--- src/rtl/unidade_controle_pkg.sv ---
// Shared definitions for the multi-cycle control unit: opcodes, FSM states,
// decoded instruction classes and the datapath select codes.
package unidade_controle_pkg;

   localparam logic [3:0] OP_NOP  = 4'h0;
   localparam logic [3:0] OP_ADD  = 4'h1;
   localparam logic [3:0] OP_SUB  = 4'h2;
   localparam logic [3:0] OP_AND  = 4'h3;
   localparam logic [3:0] OP_OR   = 4'h4;
   localparam logic [3:0] OP_ADDI = 4'h5;
   localparam logic [3:0] OP_ORI  = 4'h6;
   localparam logic [3:0] OP_LW   = 4'h7;
   localparam logic [3:0] OP_SW   = 4'h8;
   localparam logic [3:0] OP_BEQ  = 4'h9;
   localparam logic [3:0] OP_JAL  = 4'hA;
   localparam logic [3:0] OP_HALT = 4'hF;

   typedef enum logic [2:0] {
      ST_BUSCA,
      ST_DECODIFICA,
      ST_EXECUTA,
      ST_MEMORIA,
      ST_ESCRITA,
      ST_PARADO,
      ST_ERRO
   } estado_t;

   typedef enum logic [3:0] {
      CL_ULA,
      CL_IMM,
      CL_LW,
      CL_SW,
      CL_BEQ,
      CL_JAL,
      CL_NOP,
      CL_HALT,
      CL_ILEGAL
   } classe_t;

   localparam logic [2:0] ULA_ADD = 3'b000;
   localparam logic [2:0] ULA_SUB = 3'b001;
   localparam logic [2:0] ULA_AND = 3'b010;
   localparam logic [2:0] ULA_OR  = 3'b011;

   localparam logic [1:0] CTRL_ULA = 2'b00;
   localparam logic [1:0] CTRL_MD  = 2'b01;
   localparam logic [1:0] CTRL_PC  = 2'b10;

   localparam logic [1:0] PC_INC = 2'b00;
   localparam logic [1:0] PC_REL = 2'b01;
   localparam logic [1:0] PC_ABS = 2'b10;

endpackage

--- src/rtl/unidade_controle_decodificador.sv ---
// Combinational opcode decoder: instruction class, ALU operation, extension
// mode and whether the ALU B operand comes from the extended constant.
module decodificador
   import unidade_controle_pkg::*;
(
   input  logic [3:0] opcode,
   output classe_t    classe,
   output logic [2:0] ula_op,
   output logic       sinal_ext,
   output logic       usa_imm
);

   always_comb begin
      classe    = CL_ILEGAL;
      ula_op    = ULA_ADD;
      sinal_ext = 1'b1;
      usa_imm   = 1'b0;
      case (opcode)
         OP_NOP:  classe = CL_NOP;
         OP_ADD:  classe = CL_ULA;
         OP_SUB:  begin classe = CL_ULA; ula_op = ULA_SUB; end
         OP_AND:  begin classe = CL_ULA; ula_op = ULA_AND; end
         OP_OR:   begin classe = CL_ULA; ula_op = ULA_OR;  end
         OP_ADDI: begin classe = CL_IMM; usa_imm = 1'b1; end
         OP_ORI:  begin
            classe    = CL_IMM;
            ula_op    = ULA_OR;
            usa_imm   = 1'b1;
            sinal_ext = 1'b0;
         end
         OP_LW:   begin classe = CL_LW; usa_imm = 1'b1; end
         OP_SW:   begin classe = CL_SW; usa_imm = 1'b1; end
         OP_BEQ:  begin classe = CL_BEQ; ula_op = ULA_SUB; end
         OP_JAL:  classe = CL_JAL;
         OP_HALT: classe = CL_HALT;
         default: classe = CL_ILEGAL;
      endcase
   end

endmodule

--- src/rtl/unidade_controle.sv ---
// Multi-cycle control unit: fetches over a req/ready memory port, latches the
// instruction and sequences every datapath select/enable per instruction class.
//
// state         | meaning
// ST_BUSCA      | fetch: mem_req until mem_pronto, then load IR and PC+1
// ST_DECODIFICA | classify IR; NOP/HALT retire here, B..E trap
// ST_EXECUTA    | ALU op/operand drive; BEQ and JAL finish here
// ST_MEMORIA    | data access at ALU address until mem_pronto
// ST_ESCRITA    | register bank write from ALU or memory data
// ST_PARADO     | HALT reached, absorbing
// ST_ERRO       | illegal opcode, absorbing
module unidade_controle
   import unidade_controle_pkg::*;
#(
   parameter int CONT_W = 16
)(
   input  logic              clock,
   input  logic              reset_n,
   input  logic [31:0]       instrucao,
   input  logic              mem_pronto,
   input  logic              ula_zero,
   output logic              mem_req,
   output logic              mem_we,
   output logic              mem_sel_dado,
   output logic              pc_load,
   output logic [1:0]        pc_src,
   output logic [2:0]        ula_op,
   output logic              ula_src_b,
   output logic              BR_HabEscrita,
   output logic              EXcontrole,
   output logic [1:0]        controle,
   output logic [3:0]        Sel_C_A,
   output logic [3:0]        Sel_B,
   output logic [15:0]       constante,
   output logic              parado,
   output logic              erro,
   output logic [CONT_W-1:0] instr_cont
);

   estado_t     estado;
   logic [31:0] ir;
   classe_t     classe;
   logic [2:0]  dec_ula_op;
   logic        dec_sinal;
   logic        dec_imm;
   logic        busca_ok;
   logic        unused_ir_bits;

   decodificador u_dec (
      .opcode    (ir[31:28]),
      .classe    (classe),
      .ula_op    (dec_ula_op),
      .sinal_ext (dec_sinal),
      .usa_imm   (dec_imm)
   );

   assign Sel_C_A        = ir[27:24];
   assign Sel_B          = ir[23:20];
   assign constante      = ir[15:0];
   assign unused_ir_bits = ^ir[19:16];

   // A fetch completes only once the registered request is actually out.
   assign busca_ok = (estado == ST_BUSCA) && mem_req && mem_pronto;

   assign pc_load = busca_ok ||
                    ((estado == ST_EXECUTA) &&
                     (((classe == CL_BEQ) && ula_zero) || (classe == CL_JAL)));

   always_ff @(posedge clock or negedge reset_n) begin
      if (!reset_n) begin
         estado        <= ST_BUSCA;
         ir            <= '0;
         instr_cont    <= '0;
         mem_req       <= 1'b0;
         mem_we        <= 1'b0;
         mem_sel_dado  <= 1'b0;
         pc_src        <= PC_INC;
         ula_op        <= ULA_ADD;
         ula_src_b     <= 1'b0;
         BR_HabEscrita <= 1'b0;
         EXcontrole    <= 1'b0;
         controle      <= CTRL_ULA;
         parado        <= 1'b0;
         erro          <= 1'b0;
      end else begin
         // Outputs are registered for the state being entered; single-state
         // strobes fall back to idle unless the transition sets them.
         mem_req       <= 1'b0;
         mem_we        <= 1'b0;
         mem_sel_dado  <= 1'b0;
         BR_HabEscrita <= 1'b0;
         controle      <= CTRL_ULA;
         pc_src        <= PC_INC;
         case (estado)
            ST_BUSCA: begin
               if (busca_ok) begin
                  ir     <= instrucao;
                  estado <= ST_DECODIFICA;
               end else begin
                  mem_req <= 1'b1;
               end
            end
            ST_DECODIFICA: begin
               case (classe)
                  CL_NOP: begin
                     estado     <= ST_BUSCA;
                     mem_req    <= 1'b1;
                     instr_cont <= instr_cont + CONT_W'(1);
                  end
                  CL_HALT: begin
                     estado     <= ST_PARADO;
                     parado     <= 1'b1;
                     instr_cont <= instr_cont + CONT_W'(1);
                  end
                  CL_ILEGAL: begin
                     estado <= ST_ERRO;
                     erro   <= 1'b1;
                  end
                  default: begin
                     estado     <= ST_EXECUTA;
                     ula_op     <= dec_ula_op;
                     ula_src_b  <= dec_imm;
                     EXcontrole <= dec_sinal;
                     if (classe == CL_BEQ) begin
                        pc_src <= PC_REL;
                     end
                     if (classe == CL_JAL) begin
                        pc_src        <= PC_ABS;
                        BR_HabEscrita <= 1'b1;
                        controle      <= CTRL_PC;
                     end
                  end
               endcase
            end
            ST_EXECUTA: begin
               case (classe)
                  CL_LW, CL_SW: begin
                     estado       <= ST_MEMORIA;
                     mem_req      <= 1'b1;
                     mem_sel_dado <= 1'b1;
                     mem_we       <= (classe == CL_SW);
                  end
                  CL_ULA, CL_IMM: begin
                     estado        <= ST_ESCRITA;
                     BR_HabEscrita <= 1'b1;
                  end
                  default: begin
                     estado     <= ST_BUSCA;
                     mem_req    <= 1'b1;
                     instr_cont <= instr_cont + CONT_W'(1);
                  end
               endcase
            end
            ST_MEMORIA: begin
               if (!mem_pronto) begin
                  mem_req      <= 1'b1;
                  mem_sel_dado <= 1'b1;
                  mem_we       <= (classe == CL_SW);
               end else if (classe == CL_SW) begin
                  estado     <= ST_BUSCA;
                  mem_req    <= 1'b1;
                  instr_cont <= instr_cont + CONT_W'(1);
               end else begin
                  // LW keeps the data access open so MD stays valid for the write.
                  estado        <= ST_ESCRITA;
                  mem_req       <= 1'b1;
                  mem_sel_dado  <= 1'b1;
                  BR_HabEscrita <= 1'b1;
                  controle      <= CTRL_MD;
               end
            end
            ST_ESCRITA: begin
               estado     <= ST_BUSCA;
               mem_req    <= 1'b1;
               instr_cont <= instr_cont + CONT_W'(1);
            end
            ST_PARADO, ST_ERRO: begin
               estado <= estado;
            end
            default: begin
               estado <= ST_ERRO;
               erro   <= 1'b1;
            end
         endcase
      end
   end

endmodule

--- config.mk ---
export PLATFORM = sky130hd
export DESIGN_NAME = unidade_controle
export DESIGN_NICKNAME = d
export VERILOG_FILES = /design/src/rtl/unidade_controle_pkg.sv /design/src/rtl/unidade_controle_decodificador.sv /design/src/rtl/unidade_controle.sv
export SDC_FILE = /design/constraint.sdc
export NUM_CORES = 1
export LEC_CHECK = 0
export ABC_CLOCK_PERIOD_IN_PS = 5000
export BUFFER_PORTS_ARGS = -buffer_cell sky130_fd_sc_hd__buf_2
export CORE_UTILIZATION = 40
export DETAILED_ROUTE_END_ITERATION = 12
export REMOVE_ABC_BUFFERS = 1
export SETUP_SLACK_MARGIN = 0.4
export SYNTH_ARGS = -nofsm -noshare
export SYNTH_HDL_FRONTEND = slang
export SYNTH_SLANG_ARGS = --single-unit
--- constraint.sdc ---
create_clock -name clock -period 5 [get_ports clock]
set_input_delay 1 -clock clock [delete_from_list [all_inputs] [get_ports clock]]
set_output_delay 1 -clock clock [all_outputs]
set_load 0.1 [all_outputs]
==> flow_summary.ini <==
[floorplanning]
rows = 31
die_w_um = 90.1
coreArea_um2 = 7370
dieArea_um2 = 8110
initial_core_util_pct = 42.1
die_h_um = 90.1
io-pin-count = 92

[finish]
diodes = 0
final_cells = 434
fillers = 742
mostFrequentLayoutCell = buf_2
final_nets = 367
drive_gt1_share_pct = 44.2
syn2layout_area_growth_pct = 14.8
layout_common_cells = buf_2 (86), dfrtp_1 (61), mux2_2 (28)

[cts]
cts-htree-levels = 3
cts_tree = yes
cts_hold_buf = 0
cts.sinks = 61
postCtsResizedCells = 0
cts_max_path_buffers = 2
cts_buffers = 9
cts.clk_slew.worst_paths_ns = 0.07
cts_root_buf = clkbuf_8
clk_latency_ns = 0.34
postCtsSetupRepairBufs = 0

[global_route]
grt_max_degree = 53
grt_first_pass_wirelength_um = 10000
grt_use_total_pct = 15.7
antenna_found_initial = 0
grt_pass1_vias = 2053
grt_overflow_total = 0

[sta]
drv_slew = 0
fin_crit_ns = 3.23
worst_pin_slew_ns = 0.935
fmax_mhz = 309
skew_ns = 0.0164
rsz0062_at_grt = false
max-slew-margin-rel_pct = 37.5
min_period_over_period_pct = 64.6
hold_violations = 0
setup_viol = 0

[synthesis]
ys_seq_area_share_pct = 49.2
synth_edf_count = 0
syn_area_um2 = 3100
synth_cell_types = 52
ys_ff_latch = 61
async_flop_share_pct = 100
synthTopCellsByArea = dfrtp_1 (49%), mux2_2 (10%), buf_4 (6.0%)
yosysTopAreaCell = dfrtp_1
synth_warnings = 0
synth_top_area_share_pct = 49.2
synthFlopType = dfrtp_1
synth.avg_cell_area_um2 = 11.4
syn-instance-count = 273

[placed_design]
place.port_buffers = 86
routabilityCongestion = 0.745
dp_cells = 418
dp.final_hpwl_um = 4110

[critical_path]
crit_fanout = 18
path_class = register to output port
worstSetupStartpointType = register
critical_path_arrival_ns = 2.23
cp-end-kind = output port
cp_data_required_time_ns = 4.00

[hold_path]
hp-class = register to register

[run_status]
outcome = completed

[routing]
drt_iter0_markers = 65
viasPerCell = 5.02
wl_per_cell_um = 13.8
drt_first_pass_iters = 4
via_count = 2178
wirelength_um = 6000
drc = 0
antenna_left = 0

[run]
cap_violations = 0
[layer usage]
layer | wire [um] | share of wire [%] | GRT usage (%)
met2 | 2910 | 48 | 24.6
met3 | 278 | 4.6 | 4.40
met1 | 2710 | 45 | 20.0
met4 | 107 | 1.8 | 7.66
met5 | 0 | 0 | 0
[flip-flops by register name (all words and copies together) (netlist names)]
name	cells
ir	28
instr_cont	16
estado	3
controle	2
pc_src	2
ula_op	2
BR_HabEscrita	1
EXcontrole	1
erro	1
mem_req	1
mem_sel_dado	1
mem_we	1
parado	1
ula_src_b	1
[cells by family (layout without fill, tap and decap cells)]
logic type | after synthesis | in the layout | synth area share [%]
flip-flops | 61 | 61 | 49.2
multiplexers | 29 | 29 | 10.6
XOR/XNOR | 16 | 16 | 4.52
buffers and inverters | 48 | 110 | 9.88
other | 1 | 1 | 0.121
AO/OA/AOI/OAI | 35 | 35 | 7.86
AND/OR/NAND/NOR | 82 | 82 | 17.4
adder cells (fa/ha/maj) | 1 | 1 | 0.403
[cells in the mapped netlist (3+ instances only)]
| cell type | instances |
|---|---|
| dfrtp_1 | 61 |
| nor2_1 | 12 |
| nor3_1 | 7 |
| inv_1 | 6 |
| a2bb2oi_1 | 3 |
| xor2_1 | 13 |
| nor4_2 | 6 |
| a21oi_1 | 9 |
| nor3b_1 | 8 |
| mux2_2 | 28 |
| nand4_1 | 6 |
| nand2_1 | 12 |
| o21ai_0 | 8 |
| xnor2_1 | 3 |
| nand3_1 | 8 |
| nand2b_1 | 3 |
| clkbuf_1 | 11 |
| buf_6 | 4 |
| buf_4 | 25 |
[cell type report]
type | count | area, um2 | area share (%)
Clock inverter | 7 | 50.0 | 1.40
Inverter | 6 | 22.5 | 0.632
Sequential cell | 61 | 1530 | 42.9
Timing Repair Buffer | 88 | 445 | 12.5
Tap cell | 99 | 124 | 3.48
Clock buffer | 9 | 124 | 3.48
Multi-Input combinational cell | 164 | 1270 | 35.7
[through the flow]
stage	hold WS [ns]	instance area [um2]	util [%]	setup WS (ns)	setup TNS, ns
global route	0.491	3560	48.3	1.56	0
detailed placement	0.444	3390	46.0	1.86	0
finish	0.466	3560	48.3	1.77	0
global placement	0.439	3390	46.0	1.86	0
CTS	0.473	3560	48.3	1.76	0
floorplan	0.617	2820	-	-0.271	-0.271
[worst paths after layout]
kind                            from              to  slack (ns)  depth (start not counted)
setup / recovery              ir[28]         pc_load        1.77                          5
hold / removal                parado          parado        0.47                          1
setup reg to reg           estado[0]   instr_cont[1]        1.89                          5
hold reg to reg               parado          parado        0.47                          1
max in group asynchronous    reset_n   instr_cont[4]        3.57                          2
min in group asynchronous    reset_n  instr_cont[14]        0.51                          1
[critical path, stage by stage (launching register included)]
cell and delay, ns:
dfrtp_1 0.67, inv_1 0.14, nor3b_1 0.21, a21oi_1 0.07
o41ai_1 0.31, buf_2 0.49
Power is left out: the tool's default activity adds up to more than one toggle a clock period on the data nets, which glitch-free logic cannot reach.
